<file path="src/rtl/seq_wide_adder.sv">
// seq_wide_adder: multi-cycle wide adder. Operands are latched on START and
// summed one word_width slice per clock (LS slice first) through a single
// carry-select slice adder (CSA_S), chaining the carry between slices.

// CSA_S: combinational carry-select adder of word_width bits built from
// unit_width ripple units, each precomputing its sum for carry-in 0 and 1.
module CSA_S #(
  parameter int word_width = 8,
  parameter int unit_width = 4
) (
  input  logic [word_width-1:0] A,
  input  logic [word_width-1:0] B,
  input  logic                  C_IN,
  output logic [word_width-1:0] R,
  output logic                  C_OUT
);

  localparam int NumUnits = word_width / unit_width;

  logic [NumUnits:0] carry;

  assign carry[0] = C_IN;

  for (genvar u = 0; u < NumUnits; u++) begin : g_unit
    logic [unit_width:0] sum0;
    logic [unit_width:0] sum1;

    assign sum0 = {1'b0, A[u*unit_width +: unit_width]}
                + {1'b0, B[u*unit_width +: unit_width]};
    assign sum1 = {1'b0, A[u*unit_width +: unit_width]}
                + {1'b0, B[u*unit_width +: unit_width]}
                + {{unit_width{1'b0}}, 1'b1};

    assign R[u*unit_width +: unit_width] =
      carry[u] ? sum1[unit_width-1:0] : sum0[unit_width-1:0];
    assign carry[u+1] = carry[u] ? sum1[unit_width] : sum0[unit_width];
  end

  assign C_OUT = carry[NumUnits];

endmodule

module seq_wide_adder #(
  parameter int word_width = 8,
  parameter int unit_width = 4,
  parameter int word_count = 4
) (
  input  logic                             CLK,
  input  logic                             RESET,
  input  logic                             START,
  input  logic                             C_IN,
  input  logic [word_width*word_count-1:0] A,
  input  logic [word_width*word_count-1:0] B,
  output logic [word_width*word_count-1:0] R,
  output logic                             C_OUT,
  output logic                             BUSY,
  output logic                             DONE
);

  localparam int W  = word_width * word_count;
  localparam int IW = (word_count > 1) ? $clog2(word_count) : 1;
  localparam logic [IW-1:0] LastIdx = IW'(word_count - 1);

  typedef enum logic [1:0] {
    ST_IDLE = 2'd0,
    ST_RUN  = 2'd1,
    ST_DONE = 2'd2
  } state_t;

  state_t          state_q, state_d;
  logic [IW-1:0]   idx_q, idx_d;
  logic            cy_q, cy_d;
  logic [W-1:0]    a_q, a_d;
  logic [W-1:0]    b_q, b_d;
  logic [W-1:0]    r_q, r_d;
  logic            cout_q, cout_d;

  logic [word_width-1:0] sliceA;
  logic [word_width-1:0] sliceB;
  logic [word_width-1:0] sliceSum;
  logic                  sliceCarry;

  // Select the operand slices addressed by the current slice index.
  always_comb begin
    sliceA = '0;
    sliceB = '0;
    for (int s = 0; s < word_count; s++) begin
      if (idx_q == IW'(s)) begin
        sliceA = a_q[s*word_width +: word_width];
        sliceB = b_q[s*word_width +: word_width];
      end
    end
  end

  CSA_S #(
    .word_width (word_width),
    .unit_width (unit_width)
  ) u_csa (
    .A     (sliceA),
    .B     (sliceB),
    .C_IN  (cy_q),
    .R     (sliceSum),
    .C_OUT (sliceCarry)
  );

  // Next-state logic: accept in IDLE/DONE, one slice per cycle in RUN.
  always_comb begin
    state_d = state_q;
    idx_d   = idx_q;
    cy_d    = cy_q;
    a_d     = a_q;
    b_d     = b_q;
    r_d     = r_q;
    cout_d  = cout_q;

    unique case (state_q)
      ST_IDLE, ST_DONE: begin
        if (START) begin
          a_d     = A;
          b_d     = B;
          cy_d    = C_IN;
          r_d     = '0;
          cout_d  = 1'b0;
          idx_d   = '0;
          state_d = ST_RUN;
        end else if (state_q == ST_DONE) begin
          state_d = ST_IDLE;
        end
      end
      ST_RUN: begin
        for (int s = 0; s < word_count; s++) begin
          if (idx_q == IW'(s)) begin
            r_d[s*word_width +: word_width] = sliceSum;
          end
        end
        cy_d = sliceCarry;
        if (idx_q == LastIdx) begin
          cout_d  = sliceCarry;
          state_d = ST_DONE;
        end else begin
          idx_d = idx_q + IW'(1);
        end
      end
      default: state_d = ST_IDLE;
    endcase
  end

  // State and datapath registers with asynchronous reset.
  always_ff @(posedge CLK or posedge RESET) begin
    if (RESET) begin
      state_q <= ST_IDLE;
      idx_q   <= '0;
      cy_q    <= 1'b0;
      a_q     <= '0;
      b_q     <= '0;
      r_q     <= '0;
      cout_q  <= 1'b0;
    end else begin
      state_q <= state_d;
      idx_q   <= idx_d;
      cy_q    <= cy_d;
      a_q     <= a_d;
      b_q     <= b_d;
      r_q     <= r_d;
      cout_q  <= cout_d;
    end
  end

  assign R     = r_q;
  assign C_OUT = cout_q;
  assign BUSY  = (state_q == ST_RUN);
  assign DONE  = (state_q == ST_DONE);

endmodule
</file>
<file path="config.mk">
export PLATFORM = sky130hd
export DESIGN_NAME = seq_wide_adder
export DESIGN_NICKNAME = d
export VERILOG_FILES = /design/src/rtl/seq_wide_adder.sv
export SDC_FILE = /design/constraint.sdc
export NUM_CORES = 1
export LEC_CHECK = 0
export ABC_AREA = 0
export BUFFER_PORTS_ARGS = -buffer_cell sky130_fd_sc_hd__buf_2
export CAP_MARGIN = 5
export CORE_MARGIN = 3
export CORE_UTILIZATION = 59
export CTS_BUF_LIST = sky130_fd_sc_hd__clkbuf_16
export DETAILED_ROUTE_END_ITERATION = 8
export MAX_ROUTING_LAYER = met4
export PLACE_DENSITY = 0.85
export SETUP_SLACK_MARGIN = 0.02
export SLEW_MARGIN = 20
export SYNTH_ARGS = -nofsm -noshare
export SYNTH_HDL_FRONTEND = slang
export SYNTH_SLANG_ARGS = --single-unit
</file>
<file path="constraint.sdc">
create_clock -name CLK -period 8.8 [get_ports CLK]
set_clock_uncertainty 0.2 [all_clocks]
set_input_delay 1.76 -clock CLK [delete_from_list [all_inputs] [get_ports CLK]]
set_output_delay 1.76 -clock CLK [all_outputs]
set_load 0.005 [all_outputs]
</file>
-- Word-level counts from Yosys, hierarchy flattened
Index checks and enable logic that the tools add are counted.
- register bits after elaboration: 102
- input bits: 68
- output and inout bits: 35
- word-level logic and storage cells: 69
- add/sub/neg operators: 5
- equality and inequality tests: 12
- multiplexer cells: 30
- reduce and logical (&&, ||, !) cells: 12
- operators with widths (cell ; count):
    two-way mux 8 bit ; 12
    case mux 32 bit (2 select lines) ; 1
    two-way mux 32 bit ; 1
    AND reduction 3 bit ; 5
    adder 4 x 4 -> 5 bit ; 2
    adder 5 x 1 -> 5 bit, second input constant ; 2
    two-way mux 2 bit ; 5
    two-way mux 4 bit ; 2
    != test 2 x 1 -> 1 bit, second input constant ; 4
    case mux 2 bit (2 select lines) ; 2
    == test 2 bit, second input constant ; 3
    AND reduction 2 bit ; 3
    two-way mux 1 bit ; 5
    == test 2 x 1 -> 1 bit, second input constant ; 2
    zero test 2 bit ; 2
    != test 2 bit, second input constant ; 2
    case mux 1 bit (2 select lines) ; 2
    != test 3 bit, second input constant ; 1
    adder 2 x 1 -> 2 bit, second input constant ; 1
    nonzero test 2 bit ; 1
    OR reduction 2 bit ; 1

-- Logic depth before layout (Yosys ltp)
Gate-level depths: netlist of run 1.
- word-level depth: 11
- depth in mapped cells: 17
- mapped depth without buffers: 14

-- By module
Synthesis of run 1 repeated with hierarchy kept, for this count alone.
- cells, all modules: 536
- area, all modules: 4973.5 µm²
- modules (own cells, without submodules) (module ; times used ; cells each ; area each (µm²) ; seq. area each (µm²)):
    seq_wide_adder ; 1 ; 479 ; 4451.8 ; 2552.4
    CSA_S ; 1 ; 57 ; 521.8 ; 0.0

-- Worst setup path before layout of run 1
Ideal clock, no wire load.
- path kind: register to register
- start point: register idx_q[0]
- end point: register r_q[7] (netlist: R[7])
- setup time: 96 ps
- data arrival time: 3532 ps
- data required time: 8504 ps
- slack: 4972 ps
- stages on the path, launching flop included: 18
- buffers on the path: 3
- clock period less this slack: 3828 ps
- cell sequence: dfrtp_1 > inv_1 > ha_1 > clkbuf_1 > buf_1 > nand3b_1 > a21oi_1 > a21oi_1 > o21ai_0 > ha_1 > fa_1 > ha_1 > nand2_1 > or2_4 > or4_4 > buf_6 > and4_4 > o31ai_1
- cells in the longest elaborated chain, start to end: 11
- elaborated cells between the ends (all ways): 22
- classes of those cells: add/sub: 4; eq/ne: 4; mux: 12; reduce/logical: 2
- RTL lines (item ; RTL line ; RTL):
    start: declaration ; 71 ; logic [IW-1:0] idx_q, idx_d;
    start signal: assignment ; 160 ; idx_q <= idx_d;
    zero test 2 bit ; 88, 132 ;
    two-way mux 8 bit (4 in a row) ; 88 ; if (idx_q == IW'(s)) begin
    adder 4 x 4 -> 5 bit ; 29, 31 ;
    adder 5 x 1 -> 5 bit ; 32 ; + {{unit_width{1'b0}}, 1'b1};
    two-way mux 1 bit ; 36 ; assign carry[u+1] = carry[u] ? sum1[unit_width] : sum0[unit_width];
    two-way mux 4 bit ; 35 ; carry[u] ? sum1[unit_width-1:0] : sum0[unit_width-1:0];
    two-way mux 8 bit ; 132 ; if (idx_q == IW'(s)) begin
    case mux 32 bit (2 select lines) ; 116 ; unique case (state_q)
    end signal: assignment ; 164 ; r_q <= r_d;
    end: declaration ; 75 ; logic [W-1:0] r_q, r_d;
Parallel ways exist; a longest one is shown, timed or not. The select of a mux whose other input is x is not followed.
A chain may end at the register's enable or synchronous reset.

-- Worst setup path after layout of run 1
- start point: register idx_q[1]
- end point: register r_q[31] (netlist: R[31])
- cells in the longest elaborated chain, start to end: 11
- elaborated cells between the ends (all ways): 22
- classes of those cells: add/sub: 4; eq/ne: 4; mux: 12; reduce/logical: 2
- RTL lines (item ; RTL line):
    zero test 2 bit ; 88
    two-way mux 8 bit (4 in a row) ; 88
    adder 4 x 4 -> 5 bit ; 29, 31
    adder 5 x 1 -> 5 bit ; 32
    two-way mux 1 bit ; 36
    two-way mux 4 bit ; 35
    two-way mux 8 bit ; 132
    case mux 32 bit (2 select lines) ; 116
Parallel ways exist; a longest one is shown, timed or not. The select of a mux whose other input is x is not followed.

==> qor.csv, run 1 <==
metric,value,unit
regArea,2550,um2
worst_path_most_repeated_cell,ha_1,
drc,0,
drt_wl_total,12400,um
arrival,4.58,ns
grt.overflow.total,0,
syn_area_per_cell,8.36,um2
first_pass_iters,6,
r2r_end,R[31],
syn_inst,603,
grt_max_degree,70,
nets,770,
final_max_slew_viol_count,0,
clock_path_buffers,2,
routed_via_density,5.71,
ys_async_sr_fraction,100,%
ir_drop,0.192,mV
die_y,98.5,um
hold_class,reg -> reg,
start_util,61.1,%
syn_area,5040,um2
drive_gt1_share,19.0,%
cp_slowest_stage_delay,0.82,ns
slew_headroom,29.2,%
numCtsBuffers,9,
grt_pass1_wl,21100,um
hold_viol_final,0,
drv_cap,0,
crit_path_end_kind,register,
finalPower,2.52,mW
whs_path_depth,2,
io_pins,103,
cts_tree,yes,
final_util,71.7,%
status,finished clean,
r2r_slack,4.26,ns
coreArea,8260,um2
synth_ff_type,dfrtp_1,
reg2regPathDepth,14,
die_area,9690,um2
dieWidth,98.5,um
hp-start,R[3],
post-route-min-period,4.54,ns
gp_congestion,0.912,
tightest_slew,1.06,ns
area_delta_synth_final,17.4,%
fillers,666,
crit_required,8.84,ns
synth_edf_count,0,
h-tree-depth,3,
final_cell_mix,"nand2_1 (248), dfrtp_1 (102), buf_2 (102)",
via_count,4549,
clockRootBuffer,clkbuf_16,
grt_setup_unrepaired,no,
path_clk_slew,0.07,ns
synth-seq-cells,102,
syn-num-nets,687,
holdPathEnd,R[3],
path_cells,inv_1 > ha_1 > nand3b_1 > a21oi_1 > a21oi_1 > o21ai_0 > ha_1 > fa_1 > ha_1 > nand2_1 > or2_4 > o31ai_2 > a31oi_2 > o31ai_1,
final_common_cell,nand2_1,
cts.sinks,102,
ys_seq_area_share,50.6,%
postCtsSetupBuffers,0,
r2r-start,idx_q[1],
stdcell_count,796,
multi_input_area,2330,um2
fmax,0.220,GHz
track_usage,27.7,%
cp_slowest_cell,ha_1,
cp-start-kind,register,
dp.cells,780,
place_hpwl,8750,um
postCtsHoldBufs,0,
leakage,3.14,nW
diodes,0,
fin_tns_setup,0,ns
antenna_found_initial,0,
setup_viol,0,
holdWs,0.278,ns
ant_nets,0,
p_per_area,425,nW/um2
cts-resized-gates,0,
critPathKind,reg -> reg,
yosysWarnings,0,
rows,33,
routedWlPerCell,15.6,um
grt_pass1_vias,4475,
period_share,51.6,%
crit_path_max_fanout,34,
insertion_delay,0.35,ns
port-buffer-count,102,
drt_iter0_markers,296,
synth_cell_types,43,
==> critical path, delay by kind of cell, from the launching register on <==
family          cells  cell delay, ns
simple gates        3            0.54
compound gates      6            1.34
flops               1            0.42
buf+inv             1            0.11
fa+ha+maj           4            1.83
==> worst max-delay path by stage <==
stage	endpoint	cells after the start	from	slack [ns]
6_report	R[31]	14	idx_q[1]	4.26
5_1_grt	R[31]	14	idx_q[1]	3.96
4_1_cts	R[31]	14	idx_q[1]	4.27
3_5_place_dp	R[31]	14	idx_q[1]	4.34
3_3_place_gp	R[15]	14	idx_q[1]	4.57
2_1_floorplan	C_OUT	1	RESET	4.16
==> routing by layer <==
metal	vias to the layer above	wire, um	GRT usage, %
met5	-	0	-
met2	182	6070	43.8
met4	0	276	10.1
met1	2150	5330	36.2
li1	2186	-	-
met3	31	717	5.10
==> sequential cells by signal (all words and copies together), names as in the netlist <==
name	flops
state_q	2
C_OUT	1
b_q	32
R	32
cy_q	1
a_q	32
idx_q	2
==> final cells by class <==
type,instances,area share [%]
inverters,11,0.739
well taps,105,2.22
clock buffers,9,3.80
repair buffers,105,9.00
clock inverters,7,1.77
multi-input cells,457,39.4
flip-flops and latches,102,43.1
==> stage by stage <==
stage                     area (um2)  setup WS [ns]
after floorplan                 5040           4.16
after global placement          5590           4.57
after detailed placement        5590           4.34
after CTS                       5920           4.27
after global routing            5920           3.96
final                           5920           4.26
==> where the power goes <==
group	switching, mW	leakage [nW]	internal (mW)	total (mW)
combinational	0.820	1.69	0.461	1.28
sequential	0.126	1.29	0.674	0.799
clock	0.183	0.158	0.253	0.436
==> kinds of logic (layout without fill, tap and decap cells) <==
kind of cell / count (synthesis) / after routing / share of synthesized area (%)
AND/OR/NAND/NOR: 323 / 323 / 27.4
AO/OA/AOI/OAI: 112 / 112 / 12.9
flip-flops: 102 / 102 / 50.6
buffers and inverters: 44 / 132 / 3.42
adder cells (fa/ha/maj): 16 / 16 / 4.27
XOR/XNOR: 5 / 5 / 1.14
multiplexers: 1 / 1 / 0.223
==> cell usage after synthesis, types with 2 or more instances <==
cell	count	share of area, %
xnor2_1	3	0.52
and3_1	2	0.25
nor3_1	5	0.50
a21o_1	4	0.60
fa_1	2	0.79
nand4_1	4	0.50
clkbuf_1	30	2.2
nand3b_1	16	2.4
o31ai_1	9	1.3
nand2_1	248	18
o22ai_1	2	0.25
nor2_1	3	0.22
ha_1	14	3.5
buf_1	2	0.15
a21oi_1	42	4.2
inv_1	11	0.82
nor2b_1	5	0.62
nand2b_1	3	0.37
o211ai_1	4	0.60
nand3_1	32	3.2
o21ai_0	34	3.4
dfrtp_1	102	51
o21ai_1	6	0.60
No activity file was read; power rests on OpenSTA's default activity.
==> inputs of run 2 (changes only) <==
- CORE_UTILIZATION: 59 -> 50
- PLACE_DENSITY: 0.85 -> 0.77
- clock period: 8.8 -> 4.05 ns (I/O delays scaled with it)
==> run 2 against run 1 <==
  * Via count fell by 0.62%
  * Sequential power increased by 120%
  * Die area rose by 17%
  * Non-clock buffer count grew 14
  * Cell count is 5.3% higher
  * Count of clock-buffer cells in the layout did not move
  * Cell area is 2.4% higher
  * First-iteration DRC count down 15%
  * Sequential cell count did not move
  * Largest power group unchanged
==> qor.csv, run 2 (same netlist as run 1, synthesis figures left out) <==
metric,value,unit
p_per_area,915,nW/um2
place_hpwl,9330,um
final_cell_mix,"nand2_1 (248), dfrtp_1 (102), buf_2 (102)",
diodes,0,
critPathBufInv,2,
path_cells,inv_1 > ha_2 > buf_4 > nand3b_1 > a21oi_1 > a21oi_1 > o21ai_0 > ha_1 > xnor2_1 > or2_4 > or4_4 > a31oi_2 > o31ai_1,
antenna_found_initial,0,
rows,36,
cp-start-kind,register,
post-route-min-period,3.80,ns
grt.overflow.total,0,
postCtsHoldBufs,0,
fmax,0.263,GHz
final_max_slew_viol_count,0,
whs_path_depth,2,
path_clk_slew,0.07,ns
die_area,11300,um2
drt_wl_total,12500,um
grt_setup_unrepaired,yes,
dieWidth,106,um
coreArea,9770,um2
arrival,3.82,ns
fillers,870,
routedWlPerCell,15.0,um
crit_path_end_kind,register,
status,finished clean,
drv_cap,0,
cp_slowest_stage_delay,0.54,ns
cts.sinks,102,
numCtsBuffers,9,
hold_class,reg -> reg,
critPathKind,reg -> reg,
start_util,51.6,%
port-buffer-count,102,
critical_path_depth,13,
r2r_end,R[15],
worst_path_most_repeated_cell,a21oi_1,
r2r_slack,0.25,ns
drive_gt1_share,20.7,%
cp-startpoint,idx_q[0],
critPathTopFamily,compound AO/OA/AOI/OAI gates,
final_common_cell,nand2_1,
first_pass_iters,5,
die_y,106,um
ir_drop,0.384,mV
drt_iter0_markers,252,
cp_slowest_cell,or4_4,
clockRootBuffer,clkbuf_16,
ant_nets,0,
nets,784,
cts_tree,yes,
via_count,4521,
insertion_delay,0.35,ns
postPlaceCellArea,5730,um2
tightest_slew,0.784,ns
h-tree-depth,3,
clock_path_buffers,2,
gp_congestion,0.843,
hold_viol_final,0,
r2r-start,idx_q[0],
track_usage,23.6,%
crit_end,R[15],
reg2regPathDepth,13,
slew_headroom,47.7,%
fin_tns_setup,0,ns
grt_max_degree,67,
routed_via_density,5.39,
leakage,3.20,nW
crit_path_max_fanout,10,
io_pins,103,
setup_viol,0,
area_delta_synth_final,20.2,%
grt_pass1_wl,20900,um
period_share,93.8,%
post-route-cell-area,6060,um2
crit_required,4.07,ns
drc,0,
grt_pass1_vias,4286,
[run 2: per-stage QoR]
stage	setup WS, ns	hold WS (ns)	instances	total power [mW]	utilization (%)
detailed placement	0.0915	0.265	822	4.58	58.6
global placement	0.319	0.255	822	4.44	58.6
floorplan	0.222	0.246	603	3.68	-
CTS	0.0891	0.279	838	5.52	61.8
global route	0.00763	0.305	838	6.02	62.0
finish	0.250	0.272	838	5.54	62.0
[run 2: repair_timing]
item	4_1_cts	5_1_grt
resized for setup	0	5
endpoints found under the setup margin	0	10
setup buffers	0	0
[run 2: power by group]
part | switching, mW | total (mW) | leakage, nW | internal [mW]
combinational | 1.77 | 2.87 | 1.75 | 1.11
sequential | 0.292 | 1.76 | 1.29 | 1.46
clock | 0.377 | 0.914 | 0.152 | 0.537
total | 2.44 | 5.54 | 3.20 | 3.11
[run 2: worst min path at each step]
stage / startpoint / to / slack, ns
after detailed placement: R[25] / R[25] / 0.26
after floorplan: a_q[10] / a_q[10] / 0.25
final: R[25] / R[25] / 0.27
after CTS: R[25] / R[25] / 0.28
after global routing: b_q[18] / b_q[18] / 0.31
after global placement: R[27] / R[27] / 0.26
[run 2: metal layers]
metal | track usage (%) | up-vias | part of all wire (%)
met4 | 8.58 | 0 | 2.6
met2 | 36.1 | 158 | 47
li1 | - | 2198 | -
met1 | 32.4 | 2136 | 44
met3 | 3.52 | 29 | 5.7
met5 | - | - | 0
[run 2: tightest hold or removal path, stage by stage, from the launching register on]
cell     delay [ns]
dfrtp_1        0.34
nand2_1        0.04
o21ai_0        0.06
[run 2: layout make-up]
class                      instances  area, um2  share of cell area (%)
multi-input combinational        457       2350                    38.7
tap                              133        166                    2.75
timing repair buffer             119        638                    10.5
clock buffer                       9        225                    3.72
clock inverter                     7       88.8                    1.47
inverter                          11       43.8                   0.722
sequential                       102       2550                    42.1
